$ cat config.mk
export PLATFORM = sky130hd
export DESIGN_NAME = dev_mem_arbiter
export DESIGN_NICKNAME = d
export VERILOG_FILES = /design/src/rtl/dev_mem_arbiter.sv
export SDC_FILE = /design/constraint.sdc
export NUM_CORES = 1
export LEC_CHECK = 0
export CAP_MARGIN = 25
export CORE_UTILIZATION = 49
export CTS_CLUSTER_SIZE = 40
export DETAILED_ROUTE_END_ITERATION = 10
export PLACE_DENSITY = 0.85
export SLEW_MARGIN = 20
export SYNTH_ARGS = -nofsm -noshare
export SYNTH_HDL_FRONTEND = slang
export SYNTH_SLANG_ARGS = --single-unit
export TNS_END_PERCENT = 1
$ cat constraint.sdc
create_clock -name clk_sys -period 5.8 [get_ports clk_sys]
set_input_delay 0.87 -clock clk_sys [delete_from_list [all_inputs] [get_ports clk_sys]]
set_output_delay 0.87 -clock clk_sys [all_outputs]
set_load 0.02 [all_outputs]
$ cat src/rtl/dev_mem_arbiter.sv
// Round-robin request/acknowledge arbiter sharing the device-side memory bus.
// One transaction at a time, with timeout abort on a missing mem_ack.
module dev_mem_arbiter #(
  parameter int unsigned NREQ    = 3,
  parameter int unsigned AW      = 27,
  parameter int unsigned TIMEOUT = 255
) (
  input  logic              clk_sys,
  input  logic              reset_n,
  input  logic [NREQ-1:0]   req,
  input  logic [NREQ*AW-1:0] req_addr,
  input  logic [NREQ*8-1:0] req_wdata,
  input  logic [NREQ-1:0]   req_rnw,
  input  logic [NREQ-1:0]   req_sram,
  output logic [NREQ-1:0]   ack,
  output logic [7:0]        rdata,
  output logic              timeout,
  output logic [AW-1:0]     mem_addr,
  output logic [7:0]        mem_data,
  output logic              mem_rnw,
  output logic              mem_ram_cs,
  output logic              mem_sram_cs,
  input  logic [7:0]        mem_q,
  input  logic              mem_ack
);

  localparam int unsigned IW = $clog2(NREQ);
  localparam int unsigned CW = $clog2(TIMEOUT + 1);

  typedef enum logic [1:0] {IDLE, BUSY, DONE} state_e;

  state_e          state_q, state_d;
  logic [IW-1:0]   grant_q, grant_d;
  logic [AW-1:0]   addr_q, addr_d;
  logic [7:0]      wdata_q, wdata_d;
  logic            rnw_q, rnw_d;
  logic            sram_q, sram_d;
  logic [CW-1:0]   cnt_q, cnt_d;
  logic            abort_q, abort_d;
  logic [7:0]      rdata_q, rdata_d;
  logic [NREQ-1:0] ack_q, ack_d;
  logic            timeout_q, timeout_d;
  logic [AW-1:0]   mem_addr_q, mem_addr_d;
  logic [7:0]      mem_data_q, mem_data_d;
  logic            mem_rnw_q, mem_rnw_d;
  logic            ram_cs_q, ram_cs_d;
  logic            sram_cs_q, sram_cs_d;

  logic            found;
  logic [IW-1:0]   pick;
  logic [IW-1:0]   cand;
  int unsigned     pidx;

  // First active requester after the last-served one, wrapping modulo NREQ.
  always_comb begin
    found = 1'b0;
    pick  = grant_q;
    cand  = '0;
    for (int unsigned k = 1; k <= NREQ; k++) begin
      cand = IW'((32'(grant_q) + k) % NREQ);
      if (!found && req[cand]) begin
        found = 1'b1;
        pick  = cand;
      end
    end
    pidx = 32'(pick);
  end

  // Next state, transaction latch and registered-output decode.
  always_comb begin
    state_d    = state_q;
    grant_d    = grant_q;
    addr_d     = addr_q;
    wdata_d    = wdata_q;
    rnw_d      = rnw_q;
    sram_d     = sram_q;
    cnt_d      = cnt_q;
    abort_d    = abort_q;
    rdata_d    = rdata_q;
    mem_addr_d = '1;
    mem_data_d = 8'hFF;
    mem_rnw_d  = 1'b1;
    ram_cs_d   = 1'b0;
    sram_cs_d  = 1'b0;
    ack_d      = '0;
    timeout_d  = 1'b0;

    case (state_q)
      IDLE: begin
        if (found) begin
          grant_d = pick;
          addr_d  = req_addr[pidx*AW +: AW];
          wdata_d = req_wdata[pidx*8 +: 8];
          rnw_d   = req_rnw[pick];
          sram_d  = req_sram[pick];
          cnt_d   = '0;
          abort_d = 1'b0;
          state_d = BUSY;
        end
      end
      BUSY: begin
        if (cnt_q != {CW{1'b1}}) cnt_d = cnt_q + CW'(1);
        // A late mem_ack coinciding with expiry still counts as a completion.
        if (mem_ack) begin
          if (rnw_q) rdata_d = mem_q;
          abort_d = 1'b0;
          state_d = DONE;
        end else if (cnt_q == CW'(TIMEOUT - 1)) begin
          if (rnw_q) rdata_d = 8'hFF;
          abort_d = 1'b1;
          state_d = DONE;
        end
      end
      DONE:    state_d = IDLE;
      default: state_d = IDLE;
    endcase

    if (state_d == BUSY) begin
      mem_addr_d = addr_d;
      mem_data_d = wdata_d;
      mem_rnw_d  = rnw_d;
      ram_cs_d   = !sram_d;
      sram_cs_d  = sram_d;
    end
    if (state_d == DONE) begin
      for (int unsigned i = 0; i < NREQ; i++) ack_d[i] = (grant_d == IW'(i));
      timeout_d = abort_d;
    end
  end

  always_ff @(posedge clk_sys or negedge reset_n) begin
    if (!reset_n) begin
      state_q    <= IDLE;
      grant_q    <= IW'(NREQ - 1);
      addr_q     <= '1;
      wdata_q    <= 8'hFF;
      rnw_q      <= 1'b1;
      sram_q     <= 1'b0;
      cnt_q      <= '0;
      abort_q    <= 1'b0;
      rdata_q    <= 8'hFF;
      ack_q      <= '0;
      timeout_q  <= 1'b0;
      mem_addr_q <= '1;
      mem_data_q <= 8'hFF;
      mem_rnw_q  <= 1'b1;
      ram_cs_q   <= 1'b0;
      sram_cs_q  <= 1'b0;
    end else begin
      state_q    <= state_d;
      grant_q    <= grant_d;
      addr_q     <= addr_d;
      wdata_q    <= wdata_d;
      rnw_q      <= rnw_d;
      sram_q     <= sram_d;
      cnt_q      <= cnt_d;
      abort_q    <= abort_d;
      rdata_q    <= rdata_d;
      ack_q      <= ack_d;
      timeout_q  <= timeout_d;
      mem_addr_q <= mem_addr_d;
      mem_data_q <= mem_data_d;
      mem_rnw_q  <= mem_rnw_d;
      ram_cs_q   <= ram_cs_d;
      sram_cs_q  <= sram_cs_d;
    end
  end

  assign ack         = ack_q;
  assign rdata       = rdata_q;
  assign timeout     = timeout_q;
  assign mem_addr    = mem_addr_q;
  assign mem_data    = mem_data_q;
  assign mem_rnw     = mem_rnw_q;
  assign mem_ram_cs  = ram_cs_q;
  assign mem_sram_cs = sram_cs_q;

endmodule

### After elaboration in Yosys (flattened, before gate mapping)

Index checks and enable logic that the tools add are counted.

* add/sub/neg operators: 4
* multipliers: 1
* divide/modulo/power cells: 3
* order comparisons: 4
* equality and inequality tests: 9
* shift operators: 2
* mux-type cells: 48
* reduce and logical (&&, ||, !) cells: 11

Operators with widths (count)
* $mod 32x2->32 const B: 3
* $mux 27: 3
* $shiftx 81x8->27: 1
* $mux 8: 9
* $shiftx 24x6->8: 1
* $mux 1: 19
* $mux 2: 8
* $pmux 8 s2: 1
* $lt 2x3->1 const B: 4
* $bmux 1 s2: 5
* $add 8x1->8 const B: 1
* $eq 8x8->1 const B: 1
* $ne 8x8->1 const B: 1
* $mul 2x5->7 const B: 1
* $add 2x2->3 const B: 2
* $eq 2x1->1 const B: 3
* $reduce_and 3->1: 2
* $eq 2x2->1 const B: 2
* $logic_not 2->1: 2
* $ne 2x2->1 const B: 2
* $pmux 2 s2: 1
* $reduce_bool 2->1: 2
* $add 2x1->3 const B: 1
* $logic_not 1->1: 3
* other kinds (3): 4

* bits in registers: 100
* bits of input ports: 125
* output and inout port bits: 50
* word-level logic and storage cells: 98

### Longest topological paths before layout

Gate-level depths: netlist (run 1).

* depth in word-level cells: 17
* depth in mapped cells: 11
* mapped depth without buffers: 8

### Worst setup path before layout (run 1)

Ideal clock, no wire load.

* path kind: register -> register
* start: register grant_q[1]
* end: register ram_cs_q (netlist: mem_ram_cs)
* setup time: 0.120 ns
* arrival: 2.533 ns
* data required time: 5.680 ns
* setup slack: 3.148 ns
* cell stages (with the launch flop): 9
* buffers on the path: 0
* clock period less this slack: 2.652 ns
* cells stage by stage: dfstp_2 > inv_1 > ha_1 > mux2i_1 > o21ai_2 > or4_4 > a221oi_4 > a31oi_1 > and3_1

* word-level cells in the longest chain between the ends: 17
* elaborated cells on any way between the ends: 31
* classes of those cells: 3 x add/sub; 3 x div; 1 x eq/ne; 19 x mux; 5 x reduce/logical

Ends and longest elaborated chain
* from (decl): line 33 `logic [IW-1:0] grant_q, grant_d;`
* from (signal assigned): line 134 `grant_q <= IW'(NREQ - 1);`
* from (signal assigned): line 151 `grant_q <= grant_d;`
* $add 2x1->3: line 60 `cand = IW'((32'(grant_q) + k) % NREQ);`
* $mod 32x2->32: line 60
* $bmux 1 s2: line 61 `if (!found && req[cand]) begin`
* $mux 1 (implied by the code): line 61
* $mux 1: line 61
* $logic_not 1->1: line 61
* $logic_and 1x1->1: line 61
* $mux 1: line 61
* [2 not listed]
* $mux 2: line 61
* $bmux 1 s2: line 95 `sram_d = req_sram[pick];`
* $mux 1 (implied by the code): line 95
* $mux 1: line 90 `if (found) begin`
* $mux 1: line 88 `case (state_q)`
* $logic_not 1->1: line 122 `ram_cs_d = !sram_d;`
* $mux 1 *: line 118 `if (state_d == BUSY) begin`
* named net ram_cs_d: line 46 `logic ram_cs_q, ram_cs_d;`
* to (signal assigned): line 164 `ram_cs_q <= ram_cs_d;`
* to (decl): line 46

The timed path passes the listed nets; every way through them passes the cells marked *. The select of a mux whose other input is x is not followed.
A chain may end at the register's enable or synchronous reset.

### Worst setup path in the final report (run 1)

* start: input port req[1]
* end: register mem_addr_q[2] (netlist: mem_addr[2])

* word-level cells in the longest chain between the ends: 14
* elaborated cells on any way between the ends: 24
* classes of those cells: 1 x mul; 1 x eq/ne; 1 x shift; 17 x mux; 4 x reduce/logical

Ends and longest elaborated chain
* from (decl): line 10 `input logic [NREQ-1:0] req,`
* $bmux 1 s2: line 61
* $mux 1 (implied by the code): line 61
* $mux 1: line 61
* $logic_not 1->1: line 61
* $logic_and 1x1->1: line 61
* $mux 1: line 61
* $logic_not 1->1: line 61
* $logic_and 1x1->1: line 61
* $mux 2: line 61
* $mul 2x5->7: line 92 `addr_d = req_addr[pidx*AW +: AW];`
* $shiftx 81x8->27: line 92
* $mux 27: line 90
* $mux 27: line 88
* $mux 27 *: line 118
* named net mem_addr_d[2]: line 43 `logic [AW-1:0] mem_addr_q, mem_addr_d;`
* to (signal assigned): line 161 `mem_addr_q <= mem_addr_d;`
* to (decl): line 43

Marked as above.

==> run_results.csv, run 1 <==
group,metric,value,unit
clocking,postCtsSetupBuffers,0,
setup_path,r2r-end,"mem_addr[2]",
setup_path,startpoint,"req[1]",
clocking,path_clk_slew,0.09,ns
timing,rsz0062_at_grt,"false",
timing,maxSlewHeadroom,33.9,%
timing,fin_crit,4.08,ns
cells_and_area,syn2layout_area_growth,41.5,%
yosys,syn-cell-area,4860,sq um
route,first_pass_iters,4,
grt,grt_max_degree,58,
yosys,avgSynthCellArea,11.1,sq um
clocking,cts_resized,0,
die,die_h,102,um
cells_and_area,final_common_cell,"clkdlybuf4s50_1",
die,core_area,9420,sq um
die,ios,175,
clocking,clockBufferDepth,2,
route,num_vias,4116,
placement,gp_congestion,0.834,
grt,grt-ovfl-total,0,
setup_path,r2r_cells,8,
setup_path,arrival,4.35,ns
power,peakVddDrop,0.323,mV
power,p_total,0.00419,W
route,drcViolationCount,0,
timing,fin_hold_ws,0.492,ns
timing,worst_pin_slew,0.992,ns
die,die_x,102,um
timing,finalCritPeriodShare,70.3,%
setup_path,path_max_fanout,45,
route,via_per_inst,5.62,
cells_and_area,diodes,0,
grt,grtUsageTotal,25.3,%
cells_and_area,nets,729,
yosys,ys_warn_count,0,
clocking,cts_hold_buf,0,
timing,fin_skew,0.0157,ns
clocking,clkLatencyLatePin,0.36,ns
timing,hold_viol_final,0,
setup_path,worstSetupStartpointType,"input pin",
clocking,cts_tree,"yes",
power,cellPowerDensity,610,nW/um^2
timing,setup_tns,0,ns
clocking,cts_buffers,9,
clocking,cts-root-buf,"clkbuf_8",
setup_path,cp-endpoint,"mem_addr[2]",
die,initial_utilization,51.6,%
clocking,cts_max_level,3,
setup_path,slowest_delay,0.86,ns
yosys,yosysUniqueCellTypes,48,
setup_path,rr_startpoint,"grant_q[0]",
clocking,cts_sinks,100,
route,drtAntennaViolNets,0,
status,outcome,"finished, final reports clean",
setup_path,crit_required,6.07,ns
route,drt-total-wl,12400,um
setup_path,end_kind,"flip-flop",
yosys,ys_ff_latch,100,
grt,grt_pass1_wl,20000,um
setup_path,rrSetupSlack,1.85,ns
cells_and_area,layout-drive-gt1-share,18.9,%
timing,setup_violations,0,
placement,dp_hpwl,8740,um
die,rows,35,
power,leakage,2.69,nW
die,dieArea,10300,sq um
timing,max_freq,245,MHz
timing,drv_slew,0,
yosys,syn_nets,570,
placement,portBuffers,174,
yosys,syn-instance-count,439,
yosys,ys_seq_area_share,53.6,%
setup_path,crit_chain,"clkdlybuf4s50_1, mux2i_1, o21ai_1, o31a_2, nand3_2, buf_4, o211ai_1",
setup_path,cp_slowest_cell,"o31a_2",
route,drt_iter0_markers,186,
grt,antenna_found_initial,0,
grt,grt_pass1_vias,4201,
route,wl_per_cell,16.9,um
worst_hold_path,hp-class,"in -> async",
cells_and_area,final_cell_mix,"clkdlybuf4s50_1 (173), dfstp_2 (81), a31oi_1 (46), and2_1 (40), o21ai_0 (40)",
run,max_cap_violations,0,
setup_path,path_class,"in -> reg",
-- flip-flops by register name (all words and copies together), names as in the netlist --
signal       count
state_q          2
addr_q          27
mem_addr        27
mem_data         8
sram_q           1
grant_q          2
cnt_q            8
rnw_q            1
abort_q          1
timeout          1
ack              3
mem_sram_cs      1
mem_rnw          1
wdata_q          8
rdata            8
mem_ram_cs       1
-- layer usage --
layer / GRT usage, % / vias to the layer above / share of wire (%)
li1: - / 1922 / -
met2: 44.5 / 175 / 51
met4: 8.03 / 0 / 1.6
met5: 0 / - / 0
met1: 30.8 / 2001 / 40
met3: 5.52 / 18 / 7.0
-- layout make-up --
class                      count  area [sq um]
tap                          129           161
clock buffer                  10           128
clock inverter                 6          95.1
sequential                   100          2600
timing repair buffer         180          1780
inverter                      13          48.8
fill                         660          2540
multi-input combinational    294          2050
-- critical path: cells and delay by family --
kind / cells / cell delay [ns]
AO/OA/AOI/OAI: 3 / 1.48
buffers and inverters: 2 / 1.04
AND/OR/NAND/NOR: 1 / 0.80
multiplexers: 1 / 0.14
-- cells by family after synthesis --
family | after synthesis | share of synthesized area (%)
and+or+nand+nor | 98 | 11.3
buffers and inverters | 45 | 4.38
adders and majority gates | 6 | 1.55
DFF | 100 | 53.6
muxes | 41 | 8.50
xor gates and xnor gates | 5 | 0.902
AOI/OAI and AO/OA | 144 | 19.8
-- cells in the mapped netlist, drive strengths merged --
master	instances	share of area, %
o31a	2	0.36
a41oi	2	0.36
o31ai	1	0.44
a21o	1	0.15
nor3b	2	0.31
o21a	1	0.15
xor2	3	0.54
a211oi	1	0.15
a211o	1	0.18
a31oi	46	5.9
nor2	16	1.2
nand2	12	0.93
o21ai	42	4.4
nand3b	2	0.31
and2	40	5.2
o211ai	37	5.7
buf	12	1.6
nand2b	3	0.39
a221oi	2	0.72
mux2	2	0.46
dfrtp	19	9.8
or4	1	0.23
clkbuf	20	1.8
and3	4	0.52
nand3	6	0.62
and4	1	0.18
a31o	1	0.18
nand4	4	0.52
nor2b	5	0.64
a2bb2oi	1	0.18
nor3	1	0.10
mux2i	39	8.0
a21oi	3	0.31
o2bb2ai	1	0.18
a21boi	2	0.39
xnor2	2	0.36
inv	13	1.0
dfstp	81	44
ha	6	1.5
or3	1	0.13
-- per-stage QoR --
stage,setup WS [ns],utilization [%],std cells,instance area [sq um]
after CTS,1.70,73.0,732,6870
after global placement,1.54,70.6,716,6650
after floorplan,3.15,-,439,4860
after detailed placement,1.34,70.6,716,6650
after global routing,1.39,73.0,732,6870
final,1.72,73.0,732,6870
-- worst min path at each step --
stage	endpoint	startpoint	cells after the start	slack [ns]
finish	ack[0]	reset_n	1	0.49
global route	grant_q[0]	reset_n	1	0.52
CTS	grant_q[0]	reset_n	1	0.50
detailed placement	rdata[7]	rdata[7]	2	0.50
global placement	rdata[4]	rdata[4]	2	0.49
floorplan	cnt_q[5]	cnt_q[5]	2	0.51
-- report_power, final --
| part | leakage, nW | internal [W] | switching, W |
|---|---|---|---|
| clock | 0.111 | 0.000248 | 0.000239 |
| sequential | 1.11 | 0.00121 | 0.000105 |
| combinational | 1.47 | 0.000971 | 0.00142 |
| total | 2.69 | 0.00243 | 0.00176 |
Power figures use the tool's default switching activity.
==> run 2, diff against run 1 <==
--- a/config.mk
+++ b/config.mk
@@ -6,10 +6,10 @@
 export NUM_CORES = 1
 export LEC_CHECK = 0
 export CAP_MARGIN = 25
-export CORE_UTILIZATION = 49
+export CORE_UTILIZATION = 45
 export CTS_CLUSTER_SIZE = 40
 export DETAILED_ROUTE_END_ITERATION = 10
-export PLACE_DENSITY = 0.85
+export PLACE_DENSITY = 0.78
 export SLEW_MARGIN = 20
 export SYNTH_ARGS = -nofsm -noshare
 export SYNTH_HDL_FRONTEND = slang
==> constraint.sdc (replaced) <==
create_clock -name clk_sys -period 4.15 [get_ports clk_sys]
set_input_delay 0.6225 -clock clk_sys [delete_from_list [all_inputs] [get_ports clk_sys]]
set_output_delay 0.6225 -clock clk_sys [all_outputs]
set_load 0.02 [all_outputs]
==> run 2 against run 1 <==
  * Design area rose by 0.15%
  * Setup slack worse by 0.80 ns
  * Non-clock buffer count increased by 4
==> run_results.csv, run 2 (same netlist as run 1, synthesis figures left out) <==
group,metric,value,unit
status,outcome,"finished, final reports clean",
setup_path,cp_common_cell,"mux2i_1",
clocking,cts_resized,0,
clocking,cts_sinks,100,
timing,rsz0062_at_grt,"false",
power,cellPowerDensity,845,nW/um^2
clocking,clockBufferDepth,2,
placement,pre_cts_slack,0.729,ns
setup_path,cp_slowest_cell,"dfstp_2",
setup_path,crit_required,4.41,ns
timing,hold_viol_final,0,
timing,finalCritPeriodShare,77.8,%
die,ios,175,
die,initial_utilization,46.6,%
route,drtAntennaViolNets,0,
route,first_pass_iters,4,
clocking,path_clk_slew,0.09,ns
run,max_cap_violations,0,
timing,setup_violations,0,
setup_path,crit_chain,"inv_1, ha_1, mux2_2, mux2i_1, nand4_1, nand3_2, buf_4, mux2i_1, o211ai_1",
grt,grt_max_degree,66,
route,drcViolationCount,0,
grt,grt_pass1_wl,19700,um
timing,max_freq,310,MHz
setup_path,end_kind,"flip-flop",
placement,dp.cells,727,
power,peakVddDrop,0.408,mV
route,drt-total-wl,12400,um
setup_path,slowest_delay,0.56,ns
clocking,cts-root-buf,"clkbuf_8",
cells_and_area,fin_cells,743,
route,drt_iter0_markers,182,
route,num_vias,4096,
grt,grt-ovfl-total,0,
power,p_total,0.00581,W
setup_path,path_max_fanout,19,
clocking,cts_hold_buf,0,
timing,worst_pin_slew,0.859,ns
power,leakage,2.70,nW
cells_and_area,nFillCells,821,
cells_and_area,final_common_cell,"clkdlybuf4s50_1",
timing,setup_tns,0,ns
worst_hold_path,hp-class,"in -> async",
clocking,postCtsSetupBuffers,0,
route,via_per_inst,5.51,
timing,drv_slew,0,
clocking,cts_buffers,9,
timing,fin_crit,3.23,ns
setup_path,worstSetupStartpointType,"flip-flop",
cells_and_area,diodes,0,
timing,fin_skew,0.0152,ns
route,wl_per_cell,16.6,um
timing,maxSlewHeadroom,42.6,%
cells_and_area,nets,733,
setup_path,arrival,3.49,ns
placement,portBuffers,174,
grt,antenna_found_initial,0,
placement,gp_congestion,0.940,
cells_and_area,final_cell_mix,"clkdlybuf4s50_1 (173), dfstp_2 (81), a31oi_1 (46), and2_1 (40), o21ai_0 (40)",
placement,dp_hpwl,8730,um
cells_and_area,syn2layout_area_growth,41.7,%
clocking,cts_tree,"yes",
die,dieArea,11200,sq um
die,die_x,106,um
die,die_h,106,um
clocking,cts_max_level,3,
cells_and_area,layout-drive-gt1-share,19.6,%
die,core_area,10400,sq um
grt,grt_pass1_vias,4081,
clocking,clkLatencyLatePin,0.36,ns
timing,layout_setup_ws,0.923,ns
die,rows,37,
cells_and_area,utilization,66.1,%
grt,grtUsageTotal,22.5,%
setup_path,path_class,"reg -> reg",
run 2: through the flow:
| step | cell area, sq um | hold WS [ns] |
|---|---|---|
| after global routing | 6880 | 0.384 |
| after CTS | 6880 | 0.369 |
| final | 6880 | 0.341 |
| after floorplan | 4860 | 0.327 |
| after global placement | 6690 | 0.489 |
| after detailed placement | 6690 | 0.492 |
run 2: path summary, 6_finish.rpt:
kind / start / end / slack, ns / cells after the start
min reg2reg: rdata[4] / rdata[4] / 0.50 / 2
min: reset_n / mem_sram_cs / 0.34 / 1
max: grant_q[1] / mem_data[0] / 0.92 / 9
min in group clk_sys: rdata[4] / rdata[4] / 0.50 / 2
max reg2reg: grant_q[1] / mem_data[0] / 0.92 / 9
max in group asynchronous: reset_n / addr_q[13] / 2.83 / 2
run 2: worst max-delay path, delay by kind of cell (launching register included):
kind,cells,cell delay (ns)
muxes,3,0.93
and+or+nand+nor,2,0.81
DFF,1,0.56
buffers and inverters,2,0.43
adders and majority gates,1,0.28
AOI/OAI and AO/OA,1,0.11
run 2: where the power goes:
group | internal, W | switching [W] | total (W)
clock network | 0.000259 | 0.000336 | 0.000595
logic | 0.00140 | 0.00199 | 0.00339
registers | 0.00169 | 0.000144 | 0.00183
total | 0.00335 | 0.00247 | 0.00581
run 2: final cells by class:
| type | count | area (sq um) | area share [%] |
|---|---|---|---|
| multi-input cells | 294 | 2050 | 29.8 |
| repair buffers | 184 | 1810 | 26.4 |
| well taps | 136 | 170 | 2.47 |
| clock buffers | 11 | 151 | 2.20 |
| flip-flops and latches | 100 | 2600 | 37.8 |
| clock inverters | 5 | 42.5 | 0.618 |
| inverters | 13 | 48.8 | 0.709 |
run 2: metal layers:
metal / vias up / track usage [%] / part of all wire (%)
met5: - / 0 / 0
met4: 0 / 7.64 / 1.4
met3: 15 / 4.72 / 6.8
met2: 167 / 39.6 / 50
met1: 1988 / 27.5 / 41
li1: 1926 / - / -
==> run 3, diff against run 2 <==
--- a/config.mk
+++ b/config.mk
@@ -6,10 +6,10 @@
 export NUM_CORES = 1
 export LEC_CHECK = 0
 export CAP_MARGIN = 25
-export CORE_UTILIZATION = 45
+export CORE_UTILIZATION = 41
 export CTS_CLUSTER_SIZE = 40
 export DETAILED_ROUTE_END_ITERATION = 10
-export PLACE_DENSITY = 0.78
+export PLACE_DENSITY = 0.75
 export SLEW_MARGIN = 20
 export SYNTH_ARGS = -nofsm -noshare
 export SYNTH_HDL_FRONTEND = slang
==> constraint.sdc (replaced) <==
create_clock -name clk_sys -period 2.8 [get_ports clk_sys]
set_input_delay 0.42 -clock clk_sys [delete_from_list [all_inputs] [get_ports clk_sys]]
set_output_delay 0.42 -clock clk_sys [all_outputs]
set_load 0.02 [all_outputs]
==> run 3 against run 2 <==
  * Global-route usage is 1.3 points lower
  * Sequential cell count stayed put
  * Maximum frequency is 19% higher
  * Setup slack worse by 0.83 ns
  * Design area is 3.9% higher
  * Register-to-register slack worse by 0.83 ns
  * Count of clock-buffer cells in the layout is 3 higher
  * Final cell count is 2.2% higher
  * Combinational power is 60% higher
  * Sequential power is 49% higher
  * Core utilization is 3.7 points lower
  * Sequential share of layout area is 1.4 points lower
==> run_results.csv, run 3 (same netlist as run 1, synthesis figures left out) <==
group,metric,value,unit
power,p_sw,0.00379,W
grt,grt-ovfl-total,0,
run,max_cap_violations,0,
setup_path,crit_required,3.05,ns
die,die_h,111,um
clocking,cts_tree,"yes",
timing,finalCritPeriodShare,96.7,%
timing,layout_setup_ws,0.0922,ns
die,initial_utilization,42.4,%
timing,fin_skew,0.00320,ns
route,num_vias,4168,
cells_and_area,layout-drive-gt1-share,21.3,%
power,power.share.clock,12.3,%
route,drt-total-wl,13000,um
cells_and_area,diodes,0,
timing,setup_violations,0,
die,die_x,111,um
cells_and_area,final_common_cell,"clkdlybuf4s50_1",
route,via_per_inst,5.49,
status,outcome,"finished, final reports clean",
placement,dpl_cell_area,6790,sq um
setup_path,r2r_cells,9,
cells_and_area,nFillCells,933,
cells_and_area,final_cell_mix,"clkdlybuf4s50_1 (173), dfstp_2 (81), a31oi_1 (45), and2_1 (40), o21ai_0 (40)",
setup_path,end_kind,"flip-flop",
die,core_area,11500,sq um
power,cellPowerDensity,1300,nW/um^2
worst_hold_path,hp-class,"in -> async",
power,sequentialPowerShare,29.2,%
power,p_total,0.00930,W
setup_path,r2r-end,"mem_addr[2]",
timing,max_freq,369,MHz
timing,drv_slew,0,
die,rows,39,
power,leakage,2.80,nW
setup_path,path_max_fanout,20,
grt,grtUsageTotal,21.3,%
route,drtAntennaViolNets,0,
timing,maxSlewHeadroom,52.5,%
timing,fin_crit,2.71,ns
clocking,cts_max_level,3,
clocking,clkLatencyLatePin,0.34,ns
timing,hold_viol_final,0,
power,p_int,0.00551,W
route,drt_iter0_markers,192,
timing,worst_pin_slew,0.713,ns
clocking,clockBufferDepth,2,
route,first_pass_iters,4,
clocking,cts_sinks,100,
grt,grt_max_degree,58,
cells_and_area,syn2layout_area_growth,47.2,%
route,drcViolationCount,0,
power,peakVddDrop,0.607,mV
grt,grt_pass1_wl,20900,um
cells_and_area,stdcell_area,7150,sq um
setup_path,path_class,"reg -> reg",
clocking,path_clk_slew,0.06,ns
clocking,cts-root-buf,"clkbuf_16",
setup_path,rr_startpoint,"grant_q[0]",
setup_path,rrSetupSlack,0.09,ns
die,ios,175,
placement,gp_congestion,0.942,
placement,portBuffers,174,
placement,dp_hpwl,9190,um
power,combPwrFrac,58.4,%
die,dieArea,12300,sq um
clocking,cts_hold_buf,0,
placement,pre_cts_slack,-0.0128,ns
clocking,cts_buffers,9,
power,sw_frac_of_total,40.8,%
setup_path,worstSetupStartpointType,"flip-flop",
setup_path,arrival,2.96,ns
cells_and_area,nets,743,
grt,grt_pass1_vias,4230,
route,wl_per_cell,17.1,um
grt,antenna_found_initial,0,
==> run 3: cell count changes in the layout (fill, tap and decap cells not counted), moves of 3 or more <==
cell	before	now
clkbuf_1	0	3
clkbuf_8	11	2
buf_4	11	14
buf_6	0	3
clkbuf_16	0	9
buf_12	0	4
==> run 3: cell type report <==
type	instances	area, sq um	share of cell area, %
clock buffers	14	264	3.69
clock inverters	1	8.76	0.123
inverters	13	48.8	0.683
multi-input cells	294	2090	29.3
flip-flops and latches	100	2600	36.4
well taps	143	179	2.50
repair buffers	194	1950	27.3
==> run 3: stage by stage <==
stage	hold slack, ns	setup TNS, ns	std cells	utilization, %
finish	0.136	0	759	62.3
global route	0.190	-0.137	759	62.3
CTS	0.169	0	756	61.6
detailed placement	0.493	-0.0442	741	59.2
global placement	0.489	0	741	59.2
floorplan	0.124	0	439	-
==> run 3: worst max-delay path by stage <==
stage,depth (start not counted),startpoint,end,slack (ns)
5_1_grt,10,grant_q[0],mem_rnw,-0.02
3_3_place_gp,8,req[2],mem_addr[9],0.10
2_1_floorplan,8,grant_q[1],mem_ram_cs,0.15
4_1_cts,9,grant_q[0],mem_addr[11],0.006
6_report,9,grant_q[0],mem_addr[2],0.09
3_5_place_dp,8,req[1],mem_data[4],-0.01
==> run 3: worst max-delay path, cell delays in order, from the launching register on <==
cell and delay [ns]:
dfrtp_1 0.49, inv_1 0.11, ha_2 0.46, mux2_4 0.36
o31a_1 0.36, a221oi_4 0.29, buf_6 0.15, buf_12 0.15
a31oi_1 0.11, o211ai_1 0.13
==> run 3: timing repair <==
| item | CTS | global route |
|---|---|---|
| buffers inserted | 0 | 2 |
| endpoints found under the setup margin | 0 | 73 |
| gates resized for setup | 0 | 17 |
==> run 3: power groups by stage <==
| stage | registers [W] | clock network, W | logic, W |
|---|---|---|---|
| 2_1_floorplan | 0.00310 | 0 | 0.00310 |
| 3_3_place_gp | 0.00272 | 0 | 0.00506 |
| 3_5_place_dp | 0.00273 | 0 | 0.00524 |
| 4_1_cts | 0.00272 | 0.00117 | 0.00527 |
| 5_1_grt | 0.00279 | 0.00123 | 0.00590 |
| 6_report | 0.00272 | 0.00115 | 0.00544 |
==> run 3: layer usage <==
metal	up-vias	wire length, um	GRT usage (%)
li1	1952	-	-
met1	2052	5540	26.6
met2	153	6580	36.6
met3	11	761	4.81
met4	0	115	6.04
met5	-	0	0
